**src/rtl/pe_pkg.sv**
```systemverilog
// pe_pkg: shared mode encodings and width sanity check for the weight-stationary PE.
package pe_pkg;
   localparam logic MODE_PASS  = 1'b0;
   localparam logic MODE_LOCAL = 1'b1;

   function automatic bit widths_ok(int dw, int aw);
      return aw >= 2 * dw;
   endfunction
endpackage

```
**src/rtl/pe_ws_dbuf_if.sv**
```systemverilog
// pe_ws_dbuf_if: data, psum and weight-chain signals of one PE; slave is the PE side.
interface pe_ws_dbuf_if #(parameter int DW = 16, parameter int AW = 40);
   logic [DW-1:0] x_in;
   logic          x_valid;
   logic [AW-1:0] psum_in;
   logic          acc_clr;
   logic          mode;
   logic [DW-1:0] w_in;
   logic          w_load;
   logic          w_swap;
   logic          ovf_clr;
   logic [DW-1:0] x_out;
   logic          x_valid_out;
   logic [DW-1:0] w_out;
   logic          w_swap_out;
   logic [AW-1:0] psum_out;
   logic          psum_valid_out;
   logic          ovf;

   modport slave (
      input  x_in, x_valid, psum_in, acc_clr, mode, w_in, w_load, w_swap, ovf_clr,
      output x_out, x_valid_out, w_out, w_swap_out, psum_out, psum_valid_out, ovf
   );
   modport master (
      output x_in, x_valid, psum_in, acc_clr, mode, w_in, w_load, w_swap, ovf_clr,
      input  x_out, x_valid_out, w_out, w_swap_out, psum_out, psum_valid_out, ovf
   );
endinterface

```
**src/rtl/pe_sat_add.sv**
```systemverilog
// pe_sat_add: AW-bit add with overflow detect and optional clamp to the representable range.
module pe_sat_add #(
   parameter int AW     = 40,
   parameter int SIGNED = 1,
   parameter int SAT    = 1
) (
   input  logic [AW-1:0] a,
   input  logic [AW-1:0] b,
   output logic [AW-1:0] sum,
   output logic          ovf
);
   logic [AW:0]   full;
   logic [AW-1:0] bound;

   // Signed overflow shows as a mismatch of the two top bits; its sign picks the bound.
   always_comb begin
      full  = (SIGNED != 0) ? {a[AW-1], a} + {b[AW-1], b} : {1'b0, a} + {1'b0, b};
      ovf   = (SIGNED != 0) ? full[AW] ^ full[AW-1] : full[AW];
      bound = (SIGNED != 0) ? {full[AW], {(AW-1){~full[AW]}}} : '1;
      sum   = (SAT != 0 && ovf) ? bound : full[AW-1:0];
   end
endmodule

```
**src/rtl/pe_ws_dbuf.sv**
```systemverilog
// pe_ws_dbuf: weight-stationary PE with shadow/active weights, 2-stage multiply-add,
// pass-through or local accumulation, and a sticky overflow flag.
module pe_ws_dbuf
   import pe_pkg::*;
#(
   parameter int DW     = 16,
   parameter int AW     = 40,
   parameter int SIGNED = 1,
   parameter int SAT    = 1
) (
   input logic         clk,
   input logic         rst_n,
   pe_ws_dbuf_if.slave p
);
   if (!widths_ok(DW, AW)) begin : g_width_chk
      $error("pe_ws_dbuf: AW must be at least 2*DW");
   end

   logic [DW-1:0]          shadow_q, shadow_d, active_q, active_d, x_q, x_d;
   logic                   xv_q, xv_d, swo_q, swo_d, clr_q, clr_d, v1_q, v1_d;
   logic                   pv_q, pv_d, ovf_q, ovf_d;
   logic [AW-1:0]          prod_q, prod_d, psum_r_q, psum_r_d, acc_q, acc_d, psum_q, psum_d;
   logic signed [2*DW-1:0] prod_s;
   logic [2*DW-1:0]        prod_u;
   logic [AW-1:0]          add_b, sum;
   logic                   sum_ovf;

   always_comb begin
      prod_s   = (2*DW)'($signed(p.x_in)) * (2*DW)'($signed(active_q));
      prod_u   = (2*DW)'(p.x_in) * (2*DW)'(active_q);
      prod_d   = (SIGNED != 0) ? AW'(prod_s) : AW'(prod_u);
      psum_r_d = p.psum_in;
      clr_d    = p.acc_clr;
      v1_d     = p.x_valid;
      x_d      = p.x_valid ? p.x_in : x_q;
      xv_d     = p.x_valid;
      swo_d    = p.w_swap;
      active_d = p.w_swap ? shadow_q : active_q;
      shadow_d = p.w_load ? p.w_in : shadow_q;
      add_b    = (p.mode == MODE_LOCAL) ? (clr_q ? '0 : acc_q) : psum_r_q;
      acc_d    = (p.mode != MODE_LOCAL) ? acc_q : v1_q ? sum : clr_q ? '0 : acc_q;
      psum_d   = v1_q ? sum : psum_q;
      pv_d     = v1_q;
      ovf_d    = (v1_q & sum_ovf) | (ovf_q & ~p.ovf_clr);
   end

   pe_sat_add #(.AW(AW), .SIGNED(SIGNED), .SAT(SAT)) u_add (
      .a   (prod_q),
      .b   (add_b),
      .sum (sum),
      .ovf (sum_ovf)
   );

   always_ff @(posedge clk) begin
      if (!rst_n) begin
         shadow_q <= '0;
         active_q <= '0;
         x_q      <= '0;
         xv_q     <= 1'b0;
         swo_q    <= 1'b0;
         clr_q    <= 1'b0;
         v1_q     <= 1'b0;
         prod_q   <= '0;
         psum_r_q <= '0;
         acc_q    <= '0;
         psum_q   <= '0;
         pv_q     <= 1'b0;
         ovf_q    <= 1'b0;
      end else begin
         shadow_q <= shadow_d;
         active_q <= active_d;
         x_q      <= x_d;
         xv_q     <= xv_d;
         swo_q    <= swo_d;
         clr_q    <= clr_d;
         v1_q     <= v1_d;
         prod_q   <= prod_d;
         psum_r_q <= psum_r_d;
         acc_q    <= acc_d;
         psum_q   <= psum_d;
         pv_q     <= pv_d;
         ovf_q    <= ovf_d;
      end
   end

   assign p.x_out          = x_q;
   assign p.x_valid_out    = xv_q;
   assign p.w_out          = shadow_q;
   assign p.w_swap_out     = swo_q;
   assign p.psum_out       = psum_q;
   assign p.psum_valid_out = pv_q;
   assign p.ovf            = ovf_q;
endmodule

```
**src/flat_wrapper.sv**
```systemverilog
// flat-port wrapper written by rule: the top's interface ports become plain ports
module pe_ws_dbuf_flat import pe_pkg::*;
#(
   parameter int DW     = 16,
   parameter int AW     = 40,
   parameter int SIGNED = 1,
   parameter int SAT    = 1
)
  (clk, rst_n, p_x_in, p_x_valid, p_psum_in, p_acc_clr, p_mode, p_w_in, p_w_load, p_w_swap, p_ovf_clr, p_x_out, p_x_valid_out, p_w_out, p_w_swap_out, p_psum_out, p_psum_valid_out, p_ovf);
  pe_ws_dbuf_if #(.DW(DW), .AW(AW)) p_i ();
  input logic clk;
  input logic rst_n;
  input wire logic [$bits(p_i.x_in)-1:0] p_x_in;
  input wire logic [$bits(p_i.x_valid)-1:0] p_x_valid;
  input wire logic [$bits(p_i.psum_in)-1:0] p_psum_in;
  input wire logic [$bits(p_i.acc_clr)-1:0] p_acc_clr;
  input wire logic [$bits(p_i.mode)-1:0] p_mode;
  input wire logic [$bits(p_i.w_in)-1:0] p_w_in;
  input wire logic [$bits(p_i.w_load)-1:0] p_w_load;
  input wire logic [$bits(p_i.w_swap)-1:0] p_w_swap;
  input wire logic [$bits(p_i.ovf_clr)-1:0] p_ovf_clr;
  output wire logic [$bits(p_i.x_out)-1:0] p_x_out;
  output wire logic [$bits(p_i.x_valid_out)-1:0] p_x_valid_out;
  output wire logic [$bits(p_i.w_out)-1:0] p_w_out;
  output wire logic [$bits(p_i.w_swap_out)-1:0] p_w_swap_out;
  output wire logic [$bits(p_i.psum_out)-1:0] p_psum_out;
  output wire logic [$bits(p_i.psum_valid_out)-1:0] p_psum_valid_out;
  output wire logic [$bits(p_i.ovf)-1:0] p_ovf;
  assign p_i.x_in = p_x_in;
  assign p_i.x_valid = p_x_valid;
  assign p_i.psum_in = p_psum_in;
  assign p_i.acc_clr = p_acc_clr;
  assign p_i.mode = p_mode;
  assign p_i.w_in = p_w_in;
  assign p_i.w_load = p_w_load;
  assign p_i.w_swap = p_w_swap;
  assign p_i.ovf_clr = p_ovf_clr;
  assign p_x_out = p_i.x_out;
  assign p_x_valid_out = p_i.x_valid_out;
  assign p_w_out = p_i.w_out;
  assign p_w_swap_out = p_i.w_swap_out;
  assign p_psum_out = p_i.psum_out;
  assign p_psum_valid_out = p_i.psum_valid_out;
  assign p_ovf = p_i.ovf;
  pe_ws_dbuf #(.DW(DW), .AW(AW), .SIGNED(SIGNED), .SAT(SAT)) u_core (.clk(clk), .rst_n(rst_n), .p(p_i));
endmodule
```
**config.mk**
```make
export PLATFORM = sky130hd
export DESIGN_NAME = pe_ws_dbuf_flat
export DESIGN_NICKNAME = d
export VERILOG_FILES = /design/src/rtl/pe_pkg.sv /design/src/rtl/pe_ws_dbuf_if.sv /design/src/rtl/pe_sat_add.sv /design/src/rtl/pe_ws_dbuf.sv /design/src/flat_wrapper.sv
export SDC_FILE = /design/constraint.sdc
export NUM_CORES = 1
export LEC_CHECK = 0
export BUFFER_PORTS_ARGS = -buffer_cell sky130_fd_sc_hd__buf_2
export CAP_MARGIN = 0
export CORE_UTILIZATION = 45
export CTS_CLUSTER_DIAMETER = 100
export DETAILED_ROUTE_END_ITERATION = 6
export PLACE_DENSITY = 0.75
export SLEW_MARGIN = 20
export SYNTH_ARGS = -nofsm -noshare
export SYNTH_HDL_FRONTEND = slang
export SYNTH_HIERARCHICAL = 1
export SYNTH_SLANG_ARGS = --single-unit
```
**constraint.sdc**
```tcl
create_clock -name clk -period 7.2 [get_ports clk]
set_clock_uncertainty 0.2 [all_clocks]
set_input_delay 1.44 -clock clk [delete_from_list [all_inputs] [get_ports clk]]
set_output_delay 1.44 -clock clk [all_outputs]
set_load 0.05 [all_outputs]
```
# After elaboration in Yosys (flattened, before gate mapping)
# Cells that the tools add are included.
dict set report classes {
  n_bitwise 6
  muxes 4
  mul 1
  add_sub_neg 1
}
# cell count
set ops {}
lappend ops {{2-to-1 mux 40 bit} 4}
lappend ops {{adder 32 x 40 -> 41 bit} 1}
lappend ops {{multiplier 16 x 16 -> 32 bit} 1}
lappend ops {{AND 1 bit} 2}
lappend ops {{inverter 1 bit} 2}
lappend ops {{bitwise OR 1 bit} 1}
lappend ops {{XOR 1 bit} 1}
dict set report totals {
  elab_cells 24
  inputBits 80
  reg_bits 205
  out_inout_bits 76
}

# Logic depth before layout (Yosys ltp)
dict set report logic_depth {
  depth_word 6
  ltp_mapped 23
  ltp_nobuf 21
}

# Modules after synthesis
# Netlist, hierarchy kept.
# module n_inst area_per_inst_um2 cells_per_inst seq_area_each_um2
set by_module_without_submodules {}
lappend by_module_without_submodules {pe_ws_dbuf 1 16776.1 1799 4103.9}
lappend by_module_without_submodules {pe_sat_add 1 2676.3 378 0.0}

# Least setup slack after synthesis
# Ideal clock, no wire load.
dict set report synth_path {
  kind {input-to-reg}
  start {input port p_x_in[7]}
  end {register u_core/prod_q[31] (netlist name)}
  path_slack_ns 0.171
  setup_time_ns 0.123
  arrival_time_ns 6.706
  t_required_ns 6.877
  n_path_buf 1
  path_stages 22
  cell_sequence {clkbuf_1 nand2_1 fa_1 inv_1 fa_1 inv_1 fa_1 inv_1 fa_1 fa_1 inv_1 fa_1 inv_1 ha_1 a21oi_1 o21ai_1 a211oi_2 nor4_1 o311ai_1 nand2_1 a21oi_2 mux2_1}
}
dict set report synth_via {
  elab_chain_cells 1
}
# item line
set synth_lines {}
lappend synth_lines {{start: declaration} flat_wrapper.sv:13} ;# input wire logic [$bits(p_i.x_in)-1:0] p_x_in;
lappend synth_lines {{multiplier 16 x 16 -> 32 bit} pe_ws_dbuf.sv:29} ;# prod_s = (2*DW)'($signed(p.x_in)) * (2*DW)'($signed(active_q));
# Every way passes these cells.
# A chain may end at the register's enable or synchronous reset.

# Worst setup path in the final report
dict set report layout_path {
  start {input port p_x_in[7]}
  end {register u_core/prod_q[31] (netlist name)}
}
dict set report layout_via {
  elab_chain_cells 1
}
# item line
set layout_lines {}
lappend layout_lines {{multiplier 16 x 16 -> 32 bit} pe_ws_dbuf.sv:29}
# Every way passes these cells.

==> flow_metrics.tcl <==
set metrics [dict create \
    fmax_ghz 0.1465 \
    synthAdderAreaFrac_pct 35.13 \
    multiInputGateArea_um2 13650 \
    worstSkewPairLatency_ns 0.55 \
    rsz0062_at_grt "false" \
    swShare_pct 38.98 \
    grt_antenna_before_repair 0 \
    required_ns 7.42 \
    clk_pin_slew_worst_paths_ns 0.06 \
    postCtsSetupBuffers 0 \
    grt_max_degree 91 \
    r2r_setup_slack_ns 0.61 \
    synth_xor_area_share_pct 2.843 \
    slowest_delay_ns 0.55 \
    area_growth_pct 11.78 \
    synth_edf_count 0 \
    finalNonFillerCells 2903 \
    synth-compound-area-share_pct 11.02 \
    drcViolationCount 0 \
    synthMuxAreaShare_pct 4.689 \
    total_power_mw 4.190 \
    drt_iter0_drc 1154 \
    ys_warn_count 6 \
    overflow 0 \
    arrival_ns 7.05 \
    row_count 75 \
    syn_avg_cell_area_um2 8.935 \
    layout.nets 2773 \
    drive_above_1_share_pct 11.78 \
    cts_sinks 205 \
    synth.top_cells.by_area "fa_1 (27%), dfxtp_1 (21%), ha_1 (7.8%)" \
    async_flop_share_pct 0 \
    crit_fanout 10 \
    antenna_cells 0 \
    ir_drop_v 0.0002034 \
    cts_hold_buf 0 \
    clockBufferDepth 3 \
    power.share.combinational_pct 38.5 \
    vias_per_cell 5.269 \
    synth_top_family_by_area "adder cells" \
    grt_pass1_wl_um 81390 \
    syn_area_um2 19450 \
    fin_crit_sh_pct 94.78 \
    power_leakage_nw 10.78 \
    numCtsBuffers 24 \
    synth.distinct_cells 77 \
    initial_core_util_pct 45.96 \
    ios 156 \
    placedCellCount 2859 \
    finalSetupTns_ns 0 \
    die_area_um2 44060 \
    ys.flop_type "dfxtp_1" \
    io_buffers 155 \
    path_class "in2reg" \
    fill_cells 3804 \
    hp-class "reg2reg" \
    place_congestion 0.9776 \
    pwr-share-seq_pct 31.9 \
    synth_largest_area_cell "fa_1" \
    status "finished clean" \
    grt_pass1_vias 15650 \
    slew_viol_final 0 \
    cts_tree "yes" \
    netlist_top_cells_count "inv_1 (341), fa_1 (263), nand2_1 (209), dfxtp_1 (205)" \
    routedWlPerCell_um 17.13 \
    grt_use_total_pct 22.92 \
    slowest_stage "fa_1" \
    cts-resized-gates 0 \
    synth_top_area_share_pct 27.07 \
    end_kind "flip-flop" \
    yosys.area_share.simple_pct 16.46 \
    fp.dieW_um 209.9 \
    synth-seq-cells 205 \
    vias 15300 \
    path_common_cell "fa_1" \
    clockRootBuffer "clkbuf_16" \
    clkPwrFrac_pct 29.7 \
    yosysSeqAreaShare_pct 21.10 \
    worstMarginPinSlew_ns 0.9619 \
    synth.most_common_cell "inv_1" \
    setup_slack_ns 0.3757 \
    cts_max_level 1 \
    crit_chain "buf_2 > nand2_1 > fa_1 > inv_1 > fa_1 > inv_1 > fa_1 > inv_1 > fa_1 > fa_1 > inv_1 > fa_1 > inv_1 > ha_1 > a21oi_1 > o21ai_1 > a211oi_2 > nor4_1 > o311ai_1 > nand2_1 > a21oi_2 > mux2_1" \
    slew_headroom_pct 35.88 \
    synthCells 2177 \
    utilization_pct 51.38 \
    drv_cap 0 \
    drt-pass1-iter-count 5 \
    dpl_worst_slack_ns -0.1189 \
    setup_viol 0 \
    regArea_um2 4105 \
    p_int_mw 2.557 \
    core_area_um2 42320 \
    antenna_left 0 \
    drt-total-wl_um 49730 \
    syn_nets 2642 \
    hold_viol_final 0 \
    p_per_area_nw_per_um2 192.7 \
    period_minus_slack_ns 6.824 \
    power_switching_mw 1.633 \
    critPathLaunchType "input pin" \
    die_h_um 209.9 \
    hpwl_um 39830 \
]
## area by class of cell
cell class | instances | area share (%)
Multi-Input combinational cell | 1527 | 62.77
Sequential cell | 205 | 18.88
Inverter | 341 | 5.898
Timing Repair Buffer | 209 | 5.432
Tap cell | 577 | 3.320
Clock buffer | 33 | 3.056
Clock inverter | 11 | 0.6445
## flip-flops by register name, indices dropped and copies added, names as in the netlist
signal	flops
u_core/p.psum_valid_out	1
u_core/p.ovf	1
u_core/prod_q	32
u_core/active_q	16
u_core/p.x_out	16
u_core/pv_d	1
u_core/psum_r_q	40
u_core/p.psum_out	40
u_core/p.w_out	16
u_core/acc_q	40
u_core/clr_q	1
u_core/p.w_swap_out	1
## layout by cell type (no fill, tap or decap), drive strengths merged, types with 42 or more instances in the layout
cell,count
a21oi,91
buf,209
nand2,210
o22ai,42
dfxtp,205
ha,122
o21ai,55
nor2,179
fa,263
and2,178
inv,345
mux2i,90
## power by group through the flow
stage	sequential, mW	clock (mW)	combinational (mW)
finish	1.33	1.24	1.61
global route	1.35	1.32	1.79
CTS	1.33	1.28	1.61
detailed placement	1.36	0	1.60
global placement	1.36	0	1.56
floorplan	1.47	0	1.06
## final timing paths
check,cells after the start,to,start
worst min register to register,2,u_core/p.ovf,u_core/p.ovf
worst max-delay path,22,u_core/prod_q[31],p_x_in[7]
worst min-delay path,2,u_core/p.ovf,u_core/p.ovf
worst max register to register,21,u_core/prod_q[31],u_core/active_q[1]
## logic make-up after synthesis
logic type | Yosys count
and+or+nand+nor | 658
buffers and inverters | 445
muxes | 91
xor gates and xnor gates | 61
DFF | 205
adders and majority gates | 389
AOI/OAI and AO/OA | 328
## worst max-delay path: cells and delay by family
family | cells | cell delay [ns]
multiplexers | 1 | 0.33
adder cells (fa/ha/maj) | 7 | 3.31
AO/OA/AOI/OAI | 5 | 1.16
buffers and inverters | 6 | 0.43
AND/OR/NAND/NOR | 3 | 0.40
## metrics by stage
step	instance area [um2]	hold slack (ns)
3_3_place_gp	20940	0.2599
3_5_place_dp	20940	0.2725
5_1_grt	21740	0.2972
6_report	21740	0.2774
2_1_floorplan	19450	0.2653
4_1_cts	21740	0.2805
## routing by layer
layer	GRT usage [%]	up-vias	share of wire, %
met5	0	-	0
met4	5.688	0	2.6
met3	2.813	82	5.3
met2	38.53	496	47
met1	31.35	7517	45
li1	-	7200	-
Note: power is estimated with default switching activity, not from simulation.
